[src/rtl/timing_decode_unit_pkg.sv]
// ============================================================================
// Module   : timing_decode_unit_pkg
// Purpose  : Shared constants for the basic-computer timing/decode unit.
// Revision : 1.0 - initial release
// ============================================================================
`default_nettype none

package timing_decode_unit_pkg;

  localparam int unsigned SC_W   = 3;
  localparam int unsigned T_W    = 8;
  localparam int unsigned IR_W   = 16;
  localparam int unsigned ADDR_W = 12;

  localparam int unsigned OP_AND    = 0;
  localparam int unsigned OP_ADD    = 1;
  localparam int unsigned OP_LDA    = 2;
  localparam int unsigned OP_STA    = 3;
  localparam int unsigned OP_BUN    = 4;
  localparam int unsigned OP_BSA    = 5;
  localparam int unsigned OP_ISZ    = 6;
  localparam int unsigned OP_REG_IO = 7;

  localparam int unsigned T0 = 0;
  localparam int unsigned T1 = 1;
  localparam int unsigned T2 = 2;
  localparam int unsigned T3 = 3;
  localparam int unsigned T4 = 4;
  localparam int unsigned T5 = 5;
  localparam int unsigned T6 = 6;

  localparam int unsigned HALT_BIT = 0;

  localparam int unsigned T_END_REG_IO = 3;
  localparam int unsigned T_END_SHORT  = 4;
  localparam int unsigned T_END_LONG   = 5;
  localparam int unsigned T_END_MAX    = 6;

  typedef struct packed {
    logic              ind;
    logic [2:0]        op;
    logic [ADDR_W-1:0] addr;
  } instr_t;

  function automatic logic [T_W-1:0] onehot8(input logic [2:0] idx);
    onehot8 = T_W'(1) << idx;
  endfunction

endpackage

`default_nettype wire

[src/rtl/timing_decode_unit_seq_counter.sv]
// ============================================================================
// Module   : seq_counter
// Purpose  : 3-bit sequence counter with clear/increment and gated one-hot out.
// Revision : 1.0 - initial release
// ============================================================================
`default_nettype none

module seq_counter
  import timing_decode_unit_pkg::*;
(
  input  logic            clk,
  input  logic            rst,
  input  logic            i_clr,
  input  logic            i_inc,
  input  logic            i_en,
  output logic [SC_W-1:0] o_cnt,
  output logic [T_W-1:0]  o_onehot
);

  logic [SC_W-1:0] r_cnt;

  always_ff @(posedge clk) begin
    if (rst) begin
      r_cnt <= '0;
    end else if (i_clr) begin
      r_cnt <= '0;
    end else if (i_inc) begin
      r_cnt <= r_cnt + SC_W'(1);
    end
  end

  assign o_cnt    = r_cnt;
  assign o_onehot = i_en ? onehot8(r_cnt) : '0;

endmodule

`default_nettype wire

[src/rtl/timing_decode_unit.sv]
// ============================================================================
// Module   : timing_decode_unit
// Purpose  : Run/halt state, T-step generation, T2 IR decode latch, end-of-
//            instruction detection for the basic-computer control unit.
// Revision : 1.0 - initial release
// ============================================================================
`default_nettype none

module timing_decode_unit
  import timing_decode_unit_pkg::*;
(
  input  logic              clk,
  input  logic              rst,
  input  logic              i_start,
  input  logic [IR_W-1:0]   i_ir,
  output logic [T_W-1:0]    o_T,
  output logic [7:0]        o_D,
  output logic              o_I,
  output logic [ADDR_W-1:0] o_B,
  output logic              o_running,
  output logic              o_halted,
  output logic              o_instr_done,
  output logic [SC_W-1:0]   o_sc
);

  logic              r_running;
  logic              r_halted;
  logic [7:0]        r_D;
  logic              r_I;
  logic [ADDR_W-1:0] r_B;

  logic [SC_W-1:0]   w_sc;
  logic [T_W-1:0]    w_T;
  logic              w_start;
  logic              w_end;
  logic              w_halt;
  logic              w_latch;
  instr_t            w_ir;

  assign w_ir    = instr_t'(i_ir);
  assign w_start = i_start & ~r_running;
  assign w_latch = r_running & (w_sc == SC_W'(T2));

  // w_T is already gated by r_running, so every term implies running.
  assign w_end = (r_D[OP_REG_IO] & w_T[T_END_REG_IO])
               | ((r_D[OP_AND] | r_D[OP_ADD] | r_D[OP_LDA]) & w_T[T_END_LONG])
               | ((r_D[OP_STA] | r_D[OP_BUN]) & w_T[T_END_SHORT])
               | (r_D[OP_BSA] & w_T[T_END_LONG])
               | w_T[T_END_MAX];

  assign w_halt = r_D[OP_REG_IO] & ~r_I & w_T[T3] & r_B[HALT_BIT];

  seq_counter u_seq_counter (
    .clk      (clk),
    .rst      (rst),
    .i_clr    (w_end | w_start),
    .i_inc    (r_running & ~w_end),
    .i_en     (r_running),
    .o_cnt    (w_sc),
    .o_onehot (w_T)
  );

  always_ff @(posedge clk) begin
    if (rst) begin
      r_running <= 1'b0;
      r_halted  <= 1'b0;
    end else if (w_start) begin
      r_running <= 1'b1;
      r_halted  <= 1'b0;
    end else if (w_halt) begin
      r_running <= 1'b0;
      r_halted  <= 1'b1;
    end
  end

  always_ff @(posedge clk) begin
    if (rst) begin
      r_D <= '0;
      r_I <= 1'b0;
      r_B <= '0;
    end else if (w_latch) begin
      r_D <= onehot8(w_ir.op);
      r_I <= w_ir.ind;
      r_B <= w_ir.addr;
    end
  end

  assign o_T          = w_T;
  assign o_D          = r_D;
  assign o_I          = r_I;
  assign o_B          = r_B;
  assign o_running    = r_running;
  assign o_halted     = r_halted;
  assign o_instr_done = w_end;
  assign o_sc         = w_sc;

endmodule

`default_nettype wire

[config.mk]
export PLATFORM = sky130hd
export DESIGN_NAME = timing_decode_unit
export DESIGN_NICKNAME = d
export VERILOG_FILES = /design/src/rtl/timing_decode_unit_pkg.sv /design/src/rtl/timing_decode_unit_seq_counter.sv /design/src/rtl/timing_decode_unit.sv
export SDC_FILE = /design/constraint.sdc
export NUM_CORES = 1
export LEC_CHECK = 0
export ABC_AREA = 1
export CAP_MARGIN = 5
export CORE_AREA = 2 2 62 64
export DETAILED_ROUTE_END_ITERATION = 10
export DIE_AREA = 0 0 64 66
export PLACE_DENSITY = 0.72
export SLEW_MARGIN = 20
export SYNTH_ARGS = -nofsm -noshare
export SYNTH_HDL_FRONTEND = slang
export SYNTH_HIERARCHICAL = 1
export SYNTH_SLANG_ARGS = --single-unit
[constraint.sdc]
create_clock -name clk -period 2.1 [get_ports clk]
set_clock_uncertainty 0.2 [all_clocks]
set_input_delay 0.21 -clock clk [delete_from_list [all_inputs] [get_ports clk]]
set_output_delay 0.21 -clock clk [all_outputs]
set_load 0.02 [all_outputs]
-- Word level (Yosys, flattened, before mapping)
Cells that the tools add are included.
- register bits after elaboration: 26
- input port bits: 19
- output and inout bits: 35
- reduce and logical (&&, ||, !) cells: 3
- equal/unequal tests: 1
- add/subtract/negate cells: 1
- bitwise logic cells: 21
- multiplexer cells: 3
- shift-type cells: 2
- operators with widths (kind ; number):
    $shl 1x3->8 const A ; 2
    $and 1x1->1 ; 10
    $mux 8 ; 1
    $or 1x1->1 ; 8
    $reduce_or 2->1 ; 2
    $add 3x1->3 const B ; 1
    $eq 3x2->1 const B ; 1
    $not 1->1 ; 3
    $mux 1 ; 2
    $reduce_bool 2->1 ; 1

-- Longest topological paths before layout
- depth after elaboration: 9
- gate-level depth with buffers: 12

-- By module
The synthesis kept the hierarchy.
- by module, submodules not included (module ; sequential area each (um2) ; times used ; area each (um2) ; cells each):
    timing_decode_unit ; 460.4 ; 1 ; 1088.5 ; 163
    seq_counter ; 60.1 ; 1 ; 257.7 ; 41

-- Least setup slack after synthesis
Ideal clock, no wire load.
- kind: reg2reg
- start point: register u_seq_counter.r_cnt[0], in the netlist u_seq_counter/o_cnt[0]
- end point: register u_seq_counter.r_cnt[0], in the netlist u_seq_counter/o_cnt[0]
- arrival time: 1.909 ns
- cell stages (with the launch flop): 13
- data required time: 1.786 ns
- path buffers: 0
- setup slack: -0.123 ns
- setup time: 0.114 ns
- cell sequence: dfxtp_1 -> ha_1 -> ha_1 -> nand2_1 -> inv_1 -> nand2_1 -> nand2_1 -> nor2_1 -> nand2_1 -> nor2_1 -> nand2_1 -> nand2_1 -> nor2_1
- cells in the longest elaborated chain, start to end: 9
- ends and longest elaborated chain (item ; line ; text):
    start, declared ; timing_decode_unit_seq_counter.sv:20 ; logic [SC_W-1:0] r_cnt;
    start signal, assigned ; timing_decode_unit_seq_counter.sv:28 ; r_cnt <= r_cnt + SC_W'(1);
    $shl 1x3->8 * ; timing_decode_unit_pkg.sv:46 ; onehot8 = T_W'(1) << idx;
    $mux 8 * ; timing_decode_unit_seq_counter.sv:33 ; assign o_onehot = i_en ? onehot8(r_cnt) : '0;
    via o_T[3] ; timing_decode_unit.sv:16 ; output logic [T_W-1:0] o_T,
    $and 1x1->1 * ; timing_decode_unit.sv:45 ; assign w_end = (r_D[OP_REG_IO] & w_T[T_END_REG_IO])
    $or 1x1->1 * ; timing_decode_unit.sv:46 ; | ((r_D[OP_AND] | r_D[OP_ADD] | r_D[OP_LDA]) & w_T[T_END_LONG])
    $or 1x1->1 * ; timing_decode_unit.sv:47 ; | ((r_D[OP_STA] | r_D[OP_BUN]) & w_T[T_END_SHORT])
    $or 1x1->1 * ; timing_decode_unit.sv:48 ; | (r_D[OP_BSA] & w_T[T_END_LONG])
    $or 1x1->1 * ; timing_decode_unit.sv:49 ; | w_T[T_END_MAX];
    via o_instr_done ; timing_decode_unit.sv:22 ; output logic o_instr_done,
    $or 1x1->1 / $not 1->1 (equally long branches) ; timing_decode_unit.sv:56, timing_decode_unit.sv:57 ;
    $reduce_or 2->1 (no source line) / $and 1x1->1 (equally long branches) ; - ;
The timed path passes the listed nets; every way through them passes the cells marked *.
A chain may end at the register's enable or synchronous reset.

-- Worst setup path after layout
- start point: register u_seq_counter.r_cnt[1], in the netlist u_seq_counter/o_cnt[1]
- end point: output o_instr_done
- cells in the longest elaborated chain, start to end: 7
- ends and longest elaborated chain (item ; line):
    $shl 1x3->8 * ; timing_decode_unit_pkg.sv:46
    $mux 8 * ; timing_decode_unit_seq_counter.sv:33
    $and 1x1->1, on equally long branches ; timing_decode_unit.sv:45, timing_decode_unit.sv:46
    $or 1x1->1 ; timing_decode_unit.sv:46
    $or 1x1->1 ; timing_decode_unit.sv:47
    $or 1x1->1 ; timing_decode_unit.sv:48
    $or 1x1->1 * ; timing_decode_unit.sv:49
    end, declared ; timing_decode_unit.sv:22
Mark *: on every way between the ends. The rest lies on a longest branch, timed or not.

==> run metrics <==
Worst Setup Start Kind register; Final Critical Period about 2.0 ns; Total Routed Length a little over 3000 um; Tot Pwr approximately 0.98 mW; worst-path fanout max 5; async set or reset register ratio after synthesis 0%; Hold Path Depth 2; synthesized cell area ~1300 um^2; Reg power frac 53.0%; Final Hold Violating Endpoints 0; reg2reg start u_seq_counter/o_cnt[1]$_SDFFE_PP0P_; Post-CTS Hold Buffers 0; CP Capture Type output port; multi-input logic area about 690 um^2; FF-to-FF End u_seq_counter/o_cnt[2]$_SDFFE_PP0P_; root buf cell clkbuf_4; gpl congestion ~0.84; Synth cell types 19; Clock Pin Slew Worst Setup and Hold Paths 0.14 ns; Initial Utilization 37.91%; Worst Path Required around 1.7 ns; clock buffer depth 2; clk sinks 26; vias post-DR approximately 1,300; die height 66 um; worst-skew pair later-pin latency between 0.3 and 0.4 ns; die area around 4200 um^2; P_leak 0.9725 nW; Psw between 0.2 and 0.3 mW; most frequent cell after synthesis nor2_1; FF-to-FF path depth 13; vias per cell approximately 4.3; Final period util between 90% and 100%; flops & latches, synth 26; largest net degree at the start of global routing 23; Pint ~0.72 mW; Ys Warns 6; number of enable flip-flop cells after synthesis 0; Synthesized Nets between 200 and 250; All-Layer GR Usage 14.88%; Routed Antenna Nets 0; most instantiated cells after synthesis 62 x nor2_1, 48 x nand2_1, 26 x dfxtp_1, 25 x inv_1, 13 x nand3b_1; largest area contributor in the netlist dfxtp_1; PwrDens 483.9 nW/um^2; cell count after synthesis between 200 and 250; WL per Instance between 9 and 10 um; Final #Nets approximately 290; Endpoint, Worst Hold o_halted$_SDFFE_PP0P_; status completed; GR Overflow Total 0; CTS tree done; depth of the CTS H-tree 1; synth top area cells dfxtp_1 39%, nor2_1 17%, nand2_1 13%; area grow syn2layout 50.56%; Primary FF master, synth dfxtp_1; first-pass GRT wire length approximately 5000 um; number of fill cells in the layout around 350; pre-CTS WS -0.03708 ns; Switching Share a little over a quarter; number of I/O pins between 50 and 60; port bufs 53; maximum vdd drop approximately 0.20 mV; Core ar. 3551 um^2; Pins Over Slew Limit 0; share of layout cells above drive strength 1 between 10% and 20%; hpwl dp 2292 um; n_diodes 0; DRC violations left 0; RSZ-0062 raised after global routing true; max-cap viol count 0; TritonCTS buffer count 3; min-delay worst type reg -> reg; WP data arrival 1.61 ns; register area 525.5 um^2; Slew HR 56.62%; # rows 22; Logic pwr share 21.7%; sequential fraction of the synthesis area ~39%; initial antenna violation count 0; Synth top area share between 30% and 40%; maximum clock rate 494.4 MHz; number of DRC markers in iteration 0 61; Initial DRT Pass Iterations 4; Least-Margin Pin Slew roughly 0.65 ns; Hold Crit Start o_halted$_SDFFE_PP0P_; R2R setup slack 0.20 ns; Final Setup Violations 0; vias in the first global route roughly 1,200; Avg Inst Size Synth 6.599 um^2; Setup Crit Path Kind reg -> out; Chip Width between 60 and 70 um; fin worst setup slack approximately 0.077 ns; Clock Power Share between 20 and 30%
[stage by stage]
stage | instances | utilization, % | area, um^2 | hold WS, ns | TNS, ns
after CTS | 312 | 56.62 | 2011 | 0.2656 | -0.07858
after global placement | 308 | 55.67 | 1977 | 0.2399 | 0
after floorplan | 204 | - | 1356 | 0.07907 | 0
after detailed placement | 308 | 55.67 | 1977 | 0.2455 | -0.03708
final | 314 | 57.08 | 2027 | 0.2596 | 0
after global routing | 314 | 57.08 | 2027 | 0.2935 | -0.007260
[area by class of cell]
type | count | area share, %
Timing Repair Buffer | 65 | 30.06
Multi-Input combinational cell | 144 | 34.07
Tap cell | 48 | 2.963
Sequential cell | 26 | 25.93
Inverter | 27 | 5.185
Clock buffer | 4 | 1.790
[state kept, by name (all words and copies together) (netlist names)]
name	flops
o_B	12
o_D	8
o_I	1
o_halted	1
o_running	1
u_seq_counter/o_cnt	3
[kinds of logic (layout without fill, tap and decap cells)]
group / count (synthesis) / after routing / share of synthesized area (%)
DFF: 26 / 26 / 38.66
and+or+nand+nor: 133 / 133 / 42.75
AOI/OAI and AO/OA: 5 / 5 / 1.858
adders and majority gates: 6 / 6 / 5.576
buffers and inverters: 34 / 96 / 11.15
[worst max-delay path by stage]
| stage | endpoint | from | cells past startpoint | slack (ns) |
|---|---|---|---|---|
| global placement | o_instr_done | u_seq_counter/o_cnt[1]$_SDFFE_PP0P_ | 9 | 0.003 |
| global route | o_instr_done | u_seq_counter/o_cnt[1]$_SDFFE_PP0P_ | 9 | -0.007 |
| CTS | o_instr_done | u_seq_counter/o_cnt[1]$_SDFFE_PP0P_ | 9 | -0.08 |
| detailed placement | o_instr_done | u_seq_counter/o_cnt[1]$_SDFFE_PP0P_ | 9 | -0.04 |
| floorplan | u_seq_counter/o_cnt[0]$_SDFFE_PP0P_ | u_seq_counter/o_cnt[0]$_SDFFE_PP0P_ | 12 | 0.02 |
| finish | o_instr_done | u_seq_counter/o_cnt[1]$_SDFFE_PP0P_ | 9 | 0.08 |
[what timing repair did]
item / 4_1_cts / 5_1_grt
buffers inserted: 0 / 2
pin swaps: 0 / 1
endpoints found under the setup margin: 8 / 2
resized for setup: 13 / 4
[cells in the final DEF, fill, tap and decap left out, drive strengths merged, types with 3 or more instances in the layout]
cell type	netlist	routed
nor2	64	64
nand2	50	50
clkdlybuf4s50	0	44
inv	26	26
dfxtp	26	26
nand3b	13	13
buf	6	13
dlygate4sd2	0	7
ha	6	6
a21oi	5	5
clkbuf	1	4
nand3	3	3
nor3	3	3
[power by group through the flow]
stage / registers, mW / clock network (mW) / logic (mW)
6_report: 0.520 / 0.248 / 0.213
5_1_grt: 0.522 / 0.288 / 0.236
4_1_cts: 0.521 / 0.264 / 0.212
3_5_place_dp: 0.531 / 0 / 0.212
3_3_place_gp: 0.531 / 0 / 0.211
2_1_floorplan: 0.552 / 0 / 0.0908
[critical path: stages (launching register included)]
cell and delay (ns):
dfxtp_4 0.38, ha_2 0.17, ha_1 0.17, nand2_1 0.06, inv_1 0.04, nand2_1 0.08, nand2_1 0.07, nor2_2 0.11
nand2_2 0.06, buf_2 0.15
[layer usage]
metal | track usage, % | up-vias | wire [um]
li1 | - | 733 | -
met1 | 19.27 | 576 | 1521
met4 | 4.891 | 0 | 31
met2 | 25.52 | 25 | 1436
met3 | 1.874 | 2 | 117
met5 | 0 | - | 0
No activity file was read; power rests on OpenSTA's default activity.
